===== src/rtl/scariv_pkg.sv =====
// Shared configuration and credit types for the scariv dispatch credit masters.
package scariv_pkg;

    localparam int RV_FPU_ENTRY_SIZE = 16;
    localparam int FPU_DISP_SIZE     = 2;

    localparam int FPU_CRED_CNT_W = $clog2(RV_FPU_ENTRY_SIZE + 1);
    localparam int FPU_CRED_REQ_W = $clog2(FPU_DISP_SIZE + 1);

    typedef logic [FPU_CRED_CNT_W-1:0] fpu_cred_cnt_t;

endpackage


===== src/rtl/scariv_credit_ret_stage.sv =====
// One-cycle register stage for credit returns from an issue unit.
// The registered count is zero whenever the registered strobe is low.
module scariv_credit_ret_stage #(
    parameter int CNT_W = 5
) (
    input  logic             i_clk,
    input  logic             i_reset_n,
    input  logic             i_valid,
    input  logic [CNT_W-1:0] i_cnt,
    output logic             o_valid,
    output logic [CNT_W-1:0] o_cnt
);

    logic             valid_q, valid_d;
    logic [CNT_W-1:0] cnt_q, cnt_d;

    always_comb begin
        valid_d = i_valid;
        cnt_d   = i_valid ? i_cnt : '0;
    end

    // NOTE: state registers use non-blocking assignments so every flop samples pre-edge values.
    always_ff @(posedge i_clk or negedge i_reset_n) begin
        if (!i_reset_n) begin
            valid_q <= 1'b0;
            cnt_q   <= '0;
        end else begin
            valid_q <= valid_d;
            cnt_q   <= cnt_d;
        end
    end

    assign o_valid = valid_q;
    assign o_cnt   = cnt_q;

endmodule


===== src/rtl/scariv_fpu_credit_master.sv =====
// Dispatch-side credit master for one FPU reservation station.
// Define SCARIV_FPU_CREDIT_PERF_EN to add stall-cycle and low-watermark counters.
module scariv_fpu_credit_master
    import scariv_pkg::*;
#(
    parameter int ENTRY_SIZE = RV_FPU_ENTRY_SIZE,
    parameter int PORT_SIZE  = FPU_DISP_SIZE,
    localparam int CNT_W     = $clog2(ENTRY_SIZE + 1),
    localparam int REQ_W     = $clog2(PORT_SIZE + 1)
) (
    input  logic             i_clk,
    input  logic             i_reset_n,
    input  logic [REQ_W-1:0] i_disp_req_cnt,
    output logic             o_credit_ok,
    input  logic             i_disp_fire,
    input  logic             i_ret_valid,
    input  logic [CNT_W-1:0] i_ret_cnt,
    output logic [CNT_W-1:0] o_free_cnt,
    output logic             o_all_free,
`ifdef SCARIV_FPU_CREDIT_PERF_EN
    output logic [31:0]      o_perf_stall_cnt,
    output logic [CNT_W-1:0] o_perf_min_free,
`endif
    output logic             o_error
);

    localparam int SUM_W = CNT_W + 2;
    localparam logic [CNT_W-1:0] FULL_CNT = CNT_W'(ENTRY_SIZE);

    logic             stage_valid;
    logic [CNT_W-1:0] stage_cnt;

    logic [CNT_W-1:0] free_cnt_q, free_cnt_d;
    logic             error_q, error_d;

    logic [CNT_W-1:0] req_cnt;
    logic [CNT_W-1:0] cons_cnt;
    logic [CNT_W-1:0] add_cnt;
    logic [SUM_W-1:0] sum;
    logic             sum_neg;
    logic             overflow;
    logic             underflow;
    logic             zero_ret;

    scariv_credit_ret_stage #(
        .CNT_W (CNT_W)
    ) u_ret_stage (
        .i_clk     (i_clk),
        .i_reset_n (i_reset_n),
        .i_valid   (i_ret_valid),
        .i_cnt     (i_ret_cnt),
        .o_valid   (stage_valid),
        .o_cnt     (stage_cnt)
    );

    assign req_cnt     = CNT_W'(i_disp_req_cnt);
    // Only the registered count gates dispatch; staged returns are not forwarded.
    assign o_credit_ok = (free_cnt_q >= req_cnt);

    // NOTE: every always_comb output gets a default first so no latch is inferred.
    always_comb begin
        cons_cnt   = i_disp_fire ? req_cnt : '0;
        add_cnt    = stage_valid ? stage_cnt : '0;
        // Two guard bits: the MSB marks a negative result, the next one catches overflow.
        sum        = SUM_W'(free_cnt_q) - SUM_W'(cons_cnt) + SUM_W'(add_cnt);
        sum_neg    = sum[SUM_W-1];
        overflow   = !sum_neg && (sum > SUM_W'(ENTRY_SIZE));
        underflow  = i_disp_fire && !o_credit_ok;
        zero_ret   = i_ret_valid && (i_ret_cnt == '0);

        free_cnt_d = sum[CNT_W-1:0];
        if (sum_neg) begin
            free_cnt_d = '0;
        end else if (overflow) begin
            free_cnt_d = FULL_CNT;
        end

        error_d = error_q || underflow || overflow || zero_ret;
    end

    always_ff @(posedge i_clk or negedge i_reset_n) begin
        if (!i_reset_n) begin
            free_cnt_q <= FULL_CNT;
            error_q    <= 1'b0;
        end else begin
            free_cnt_q <= free_cnt_d;
            error_q    <= error_d;
        end
    end

    assign o_free_cnt = free_cnt_q;
    assign o_all_free = (free_cnt_q == FULL_CNT) && !stage_valid && !i_ret_valid;
    assign o_error    = error_q;

`ifdef SCARIV_FPU_CREDIT_PERF_EN
    logic [31:0]      stall_cnt_q, stall_cnt_d;
    logic [CNT_W-1:0] min_free_q, min_free_d;

    always_comb begin
        stall_cnt_d = stall_cnt_q;
        if ((req_cnt != '0) && !o_credit_ok && (stall_cnt_q != '1)) begin
            stall_cnt_d = stall_cnt_q + 32'd1;
        end
        min_free_d = (free_cnt_d < min_free_q) ? free_cnt_d : min_free_q;
    end

    always_ff @(posedge i_clk or negedge i_reset_n) begin
        if (!i_reset_n) begin
            stall_cnt_q <= '0;
            min_free_q  <= FULL_CNT;
        end else begin
            stall_cnt_q <= stall_cnt_d;
            min_free_q  <= min_free_d;
        end
    end

    assign o_perf_stall_cnt = stall_cnt_q;
    assign o_perf_min_free  = min_free_q;
`endif

endmodule


===== config.mk =====
export PLATFORM = sky130hd
export DESIGN_NAME = scariv_fpu_credit_master
export DESIGN_NICKNAME = d
export VERILOG_FILES = /design/src/rtl/scariv_pkg.sv /design/src/rtl/scariv_credit_ret_stage.sv /design/src/rtl/scariv_fpu_credit_master.sv
export SDC_FILE = /design/constraint.sdc
export NUM_CORES = 1
export LEC_CHECK = 0
export BUFFER_PORTS_ARGS = -buffer_cell sky130_fd_sc_hd__buf_4
export CORE_MARGIN = 3
export CORE_UTILIZATION = 53
export DETAILED_ROUTE_END_ITERATION = 12
export PLACE_DENSITY = 0.78
export SYNTH_ARGS = -nofsm -noshare
export SYNTH_HDL_FRONTEND = slang
export SYNTH_HIERARCHICAL = 1
export SYNTH_SLANG_ARGS = --single-unit

===== constraint.sdc =====
create_clock -name i_clk -period 3.25 [get_ports i_clk]
set_input_delay 0.65 -clock i_clk [delete_from_list [all_inputs] [get_ports i_clk]]
set_output_delay 0.65 -clock i_clk [all_outputs]
set_load 0.02 [all_outputs]

# Yosys cells after proc, flatten, opt, wreduce, memory -nomap -nowiden

Index checks and enable logic that the tools add are counted.

$add $sub $neg: 2
Order comparisons: 2
Equal/unequal tests: 1
Mux-type cells: 5
Reduce and logical (&&, ||, !) cells: 13

Operator list:

| operator           | count |
|---|---|
| $mux 5             | 4 |
| $add 6x6->7        | 1 |
| $gt 7x5->1 const B | 1 |
| $sub 5x2->6        | 1 |
| $eq 5x5->1 const B | 1 |
| $ge 5x2->1         | 1 |
| $logic_and 1x1->1  | 5 |
| $logic_not 5->1    | 1 |
| $logic_not 1->1    | 4 |
| $logic_or 1x1->1   | 3 |
| $mux 2             | 1 |

Register bits: 12
Input port bits: 11
Output and inout bits: 8
Word-level logic and storage cells: 27

# Logic depth before layout (Yosys ltp)

Gate-level depths: netlist of the first run.

Depth in word-level cells: 7
Gate-level depth with buffers: 11
Depth with buffers taken out: 11

# Modules after synthesis

The synthesis of the first run kept the hierarchy.

Modules (own cells, without submodules):

| module                   | instances | cells each | area each (um2) | sequential area each (um2) |
|---|---|---|---|---|
| scariv_fpu_credit_master | 1         | 84         | 723.2           | 151.4 |
| scariv_credit_ret_stage  | 1         | 11         | 181.4           | 150.1 |

# Worst setup path after synthesis of the first run

Ideal clock, no wire load.

Path kind: input to register
Start point: input i_disp_req_cnt[0]
End point: register free_cnt_q[2], in the netlist o_free_cnt[2]
Library setup time: 0.088 ns
Arrival time: 2.870 ns
Data required time: 3.162 ns
Setup slack: 0.292 ns
Stages on the path: 10
Path buffers: 0
Cell sequence: and2_1 -> ha_1 -> fa_1 -> inv_1 -> ha_1 -> a211oi_1 -> o21bai_1 -> mux2i_2 -> or2_1 -> nor3b_1

Cells in the longest elaborated chain, start to end: 7
Elaborated cells on any way between the ends: 8
Classes of those cells: add/sub (2); order compare (1); mux (3); reduce/logical (2)

Ends and longest elaborated chain:

| item                                                 | line                           | text |
|---|---|---|
| start, declared                                      | scariv_fpu_credit_master.sv:13 | `input logic [REQ_W-1:0] i_disp_req_cnt,` |
| $mux 2 (*)                                           | scariv_fpu_credit_master.sv:62 | `cons_cnt = i_disp_fire ? req_cnt : '0;` |
| $sub 5x2->6 (*)                                      | scariv_fpu_credit_master.sv:65 | `sum = SUM_W'(free_cnt_q) - SUM_W'(cons_cnt) + SUM_W'(add_cnt);` |
| $add 6x6->7 (*)                                      | scariv_fpu_credit_master.sv:65 |  |
| $gt 7x5->1 / $logic_not 1->1 (equally long branches) | scariv_fpu_credit_master.sv:67 | `overflow = !sum_neg && (sum > SUM_W'(ENTRY_SIZE));` |
| $logic_and 1x1->1                                    | scariv_fpu_credit_master.sv:67 |  |
| $mux 5                                               | scariv_fpu_credit_master.sv:74 | `end else if (overflow) begin` |
| $mux 5 (*)                                           | scariv_fpu_credit_master.sv:72 | `if (sum_neg) begin` |
| net free_cnt_d[2]                                    | scariv_fpu_credit_master.sv:33 | `logic [CNT_W-1:0] free_cnt_q, free_cnt_d;` |
| end signal, assigned                                 | scariv_fpu_credit_master.sv:86 | `free_cnt_q <= free_cnt_d;` |
| end, declared                                        | scariv_fpu_credit_master.sv:33 |  |

The timed path passes the listed nets; every way through them passes the cells marked *.

# Final worst setup path of the first run

Start point: input i_disp_req_cnt[0]
End point: register free_cnt_q[0], in the netlist o_free_cnt[0]

Same word-level chain as after synthesis.

==> flow_summary.ini, run 1 <==
[setup_path]
cpMaxStageDelayCell = fa_1
endpoint_kind = register
rrSetupSlack_ps = 380
slowest_delay_ps = 540
arrival_ps = 3280
critPathKind = in -> reg
start_kind = primary input
crit_family = adder cells
cp_max_fo = 3
critPathBufInv = 3
path_cells = buf_4 -> and2_1 -> ha_1 -> fa_1 -> inv_1 -> ha_1 -> a211oi_1 -> o21bai_1 -> mux2i_2 -> a211oi_2 -> buf_4 -> and2_1
cp_data_required_time_ps = 3470

[logic_synthesis]
synth_area_per_cell_um2 = 9.52
ys_ff_latch = 12
synth.distinct_cells = 34
synth_area_um2 = 905
synthCells = 95
yosysWarningCount = 6
ys_seq_area_share_pct = 33.3
syn-num-nets = 117

[routing]
first_pass_iters = 4
drtAntennaViolNets = 0
wl_per_cell_um = 14.2
drc = 0
post_drt_via_cell_ratio = 5.56
wirelength_mm = 1.99
dr.first_iter.drc_count = 7
vias = 779

[floorplanning]
start_util_pct = 58.0
rows = 14
die_area_um2 = 2240
fp.dieH_um = 47.3
core_um2 = 1560
pin_count = 19
die_w_um = 47.3

[finish]
final_cell_mix = buf_4 (25), and2_1 (11), dfrtp_1 (11)
final_nets = 147
area_growth_pct = 25.9
final_common_cell = buf_4
fin_cells = 140
diodes = 0
drive_gt1_share_pct = 30.6

[clock_network]
hold_buffers = 0
postCtsResizedCells = 0
cts_root_buf = clkbuf_4
cts_buffer_depth = 2
worstSkewPairLatency_ps = 270
cts_tree = built
cts_inserted_buffers = 3
clkSinkCount = 12
cts.clk_slew.worst_paths_ps = 70
post_cts_buffers = 0
htreeDepth = 1

[timing]
worst_pin_slew_ps = 401
finalCritPeriodShare_pct = 94.2
fmax_mhz = 327
fin_hold_ws_ps = 198
setup_viol = 0
finalWorstSetupSlack_ps = 190
fin_crit_ps = 3060
hold_violations = 0
tns_ps = 0
relSlewSlack_pct = 73.1
report.final.slew_viol_count = 0
fin_skew_ps = 1.84
rsz0062_at_grt = no

[global_route]
met3_usage_pct = 2.30
gr-total-overflow = 0
grtUsageMet1_pct = 31.3
grt_pass1_wl_mm = 3.40
antenna_found_initial = 0
grt_pass1_vias = 775
grt_max_degree = 13
grt_usage_pct = 22.9
busiest_layer = met2
grt_use_met2_pct = 35.8

[placed_design]
portBuffers = 18
place_inst = 136
place_congestion = 0.840
pre_cts_ws_ps = -85.5
dp.final_hpwl_mm = 1.67

[power_and_ir_drop]
p_per_area_nw_per_um2 = 778
vdd_drop_max_uv = 441
p_total_w = 0.000886
leakage_nw = 0.562

[min_path]
hold_class = in -> async

[status]
status = complete, no violations

[run]
cap_violations = 0
[metrics by stage]
step	instance area, um^2	util [%]
finish	1140	73.0
global route	1140	73.0
CTS	1140	73.0
detailed placement	1110	71.3
global placement	1110	71.3
floorplan	905	-
[registers in the layout, indices dropped and copies added (netlist names)]
register             flops
o_free_cnt               5
o_error                  1
u_ret_stage/o_cnt        5
u_ret_stage/o_valid      1
[metal layers]
layer | vias to the layer above | routed length (um)
li1 | 385 | -
met1 | 366 | 924
met2 | 24 | 947
met3 | 4 | 83
met4 | 0 | 36
met5 | - | 0
[logic make-up after synthesis]
logic type / count (synthesis) / synth area share [%]
xor+xnor: 5 / 4.84
compound gates: 17 / 13.1
simple gates: 39 / 26.1
fa+ha+maj: 11 / 16.9
mux: 1 / 1.52
buf+inv: 10 / 4.15
flops: 12 / 33.3
[layout make-up]
type	count	area, um^2
flip-flops and latches	12	302
repair buffers	25	188
multi-input cells	73	566
well taps	16	20.0
fillers	121	420
clock buffers	4	26.3
inverters	10	37.5
[synth_stat cells, drive strengths merged]
library cell	number	area (um^2)
a211oi	3	27.5
a21boi	1	7.51
a21oi	1	5.00
a22oi	1	7.51
a311oi	1	8.76
and2	11	68.8
and2b	1	8.76
dfrtp	11	275
dfstp	1	26.3
fa	2	40.0
ha	9	113
inv	10	37.5
mux2i	1	13.8
nand2	5	18.8
nand2b	1	6.26
nor2	8	30.0
nor3	3	15.0
nor3b	3	27.5
nor4	1	6.26
nor4b	1	8.76
o21ai	6	30.0
o21ba	1	10.0
o21bai	1	7.51
o31ai	2	15.0
or2	1	6.26
or3	2	18.8
or4	1	11.3
or4b	1	10.0
xnor2	3	26.3
xor2	2	17.5
[where the power goes]
part           switching, W   total, W  internal, W
clock             0.0000494  0.0000970    0.0000476
combinational      0.000295   0.000577     0.000282
sequential        0.0000298   0.000211     0.000181
total              0.000374   0.000886     0.000511
[path summary, 6_finish.rpt]
check,from,to,depth (start not counted)
max,i_disp_req_cnt[0],o_free_cnt[0],12
min,i_reset_n,u_ret_stage/o_cnt[0],1
max reg2reg,o_free_cnt[0],o_free_cnt[0],11
min reg2reg,o_error,o_error,2
max in group asynchronous,i_reset_n,o_free_cnt[4],1
min in group i_clk,o_error,o_error,2
[worst register-to-register path: stages, from the launching register on]
cell	delay [ps]
dfrtp_1	370
inv_1	70
ha_1	220
fa_1	540
inv_1	60
ha_1	260
a211oi_1	370
o21bai_1	200
mux2i_2	200
a211oi_2	270
buf_4	160
and2_1	110
(Power assumes the default switching activity.)
==> run 2, diff against run 1 <==
--- a/config.mk
+++ b/config.mk
@@ -9,7 +9,7 @@
 export CORE_MARGIN = 3
 export CORE_UTILIZATION = 53
 export DETAILED_ROUTE_END_ITERATION = 12
-export PLACE_DENSITY = 0.78
+export PLACE_DENSITY = 0.89
 export SYNTH_ARGS = -nofsm -noshare
 export SYNTH_HDL_FRONTEND = slang
 export SYNTH_HIERARCHICAL = 1
==> constraint.sdc (replaced) <==
create_clock -name i_clk -period 2.95 [get_ports i_clk]
set_input_delay 0.59 -clock i_clk [delete_from_list [all_inputs] [get_ports i_clk]]
set_output_delay 0.59 -clock i_clk [all_outputs]
set_load 0.02 [all_outputs]
==> flow_summary.ini, run 2 (synthesis gave the netlist of run 1 again) <==
[run]
cap_violations = 0

[placed_design]
place_congestion = 0.909
place_inst = 141
portBuffers = 18
dp.final_hpwl_mm = 1.91

[setup_path]
endpoint_kind = register
startpoint = i_disp_fire
arrival_ps = 3120
cp_max_fo = 3
reg2reg_depth = 10
cp_data_required_time_ps = 3150
critPathKind = in -> reg
start_kind = primary input
r2r_start = o_free_cnt[0]

[floorplanning]
start_util_pct = 58.0
die_area_um2 = 2240
die_w_um = 47.3
rows = 14
fp.dieH_um = 47.3
core_um2 = 1560
pin_count = 19

[global_route]
grt_usage_pct = 25.7
grt_max_degree = 13
grt_pass1_vias = 863
grt_pass1_wl_mm = 3.75
gr-total-overflow = 0
antenna_found_initial = 0

[finish]
diodes = 0
fin_cells = 146
final_common_cell = buf_4
area_growth_pct = 37.5
post-route-util_pct = 79.8
fillers = 94
final_cell_mix = buf_4 (31), and2_1 (11), dfrtp_1 (11)
drive_gt1_share_pct = 43.1
final_nets = 153

[routing]
drc = 0
post_drt_via_cell_ratio = 5.90
dr.first_iter.drc_count = 37
wl_per_cell_um = 18.1
wirelength_mm = 2.64
drtAntennaViolNets = 0
vias = 862
first_pass_iters = 4

[timing]
setup_viol = 0
fin_hold_ws_ps = 118
report.final.slew_viol_count = 0
finalCritPeriodShare_pct = 99.0
relSlewSlack_pct = 73.7
tns_ps = 0
worst_pin_slew_ps = 389
fin_crit_ps = 2920
hold_violations = 0
fin_skew_ps = 10.2
fmax_mhz = 342

[min_path]
hold_class = in -> async

[clock_network]
hold_buffers = 0
htreeDepth = 1
cts_inserted_buffers = 3
worstSkewPairLatency_ps = 290
cts.clk_slew.worst_paths_ps = 90
clkSinkCount = 12
cts_buffer_depth = 2
cts_root_buf = clkbuf_4
cts_tree = built

[status]
status = complete, no violations

[power_and_ir_drop]
vdd_drop_max_uv = 546
p_total_w = 0.00111
leakage_nw = 0.603
p_per_area_nw_per_um2 = 889
run 2: cell types whose count changed in the layout (fill, tap and decap cells not counted), moves of 2 or more:
cell      previous run  this run
o21ai_0              3         1
nor3_1               3         1
buf_4               25        31
fa_1                 2         0
a211oi_2             1         3
fa_2                 0         2
ha_1                 9         7
o21ai_1              3         5
a211oi_1             2         0
nor3_2               0         2
run 2: per-layer routing:
metal | vias up | part of all wire, % | track usage [%]
li1 | 400 | - | -
met5 | - | 0 | 0
met1 | 399 | 35 | 26.9
met3 | 15 | 6.8 | 8.81
met4 | 0 | 5.1 | 9.94
met2 | 48 | 53 | 46.5
run 2: path summary, 6_finish.rpt:
path	slack, ps	endpoint
setup / recovery	30	o_free_cnt[2]
hold / removal	120	o_free_cnt[0]
setup reg to reg	90	o_free_cnt[2]
hold reg to reg	540	o_error
max in group asynchronous	2610	o_free_cnt[4]
min in group i_clk	450	u_ret_stage/o_valid
run 2: cell type report:
cell class / count / area, um^2 / area share [%]
timing repair buffer: 31 / 233 / 18.7
tap: 16 / 20.0 / 1.61
sequential: 12 / 302 / 24.2
inverter: 10 / 37.5 / 3.02
clock buffer: 4 / 36.3 / 2.92
multi-input combinational: 73 / 616 / 49.5
run 2: what timing repair did:
action	in CTS	in global routing
hold endpoints to repair	0	0
setup endpoints to repair	0	5
gates resized for setup	0	13
buffers inserted	0	1
run 2: where the power goes:
group | internal [W] | switching [W] | total (W)
registers | 0.000200 | 0.0000401 | 0.000240
clock network | 0.0000753 | 0.0000634 | 0.000139
logic | 0.000342 | 0.000385 | 0.000728
run 2: worst max-delay path, cell delays in order:
cell	delay, ps
buf_4	110
buf_4	130
nand2_1	80
ha_1	240
and2b_2	220
nor3_2	140
xor2_1	250
ha_1	330
o21ai_1	200
o21bai_2	130
mux2i_2	170
or2_1	270
nor3b_1	260
run 2: metrics by stage:
stage	instance area, um^2	setup WS (ps)
5_1_grt	1240	-35.6
4_1_cts	1190	25.5
3_5_place_dp	1150	-285
3_3_place_gp	1150	-146
2_1_floorplan	905	52.2
6_report	1240	29.6
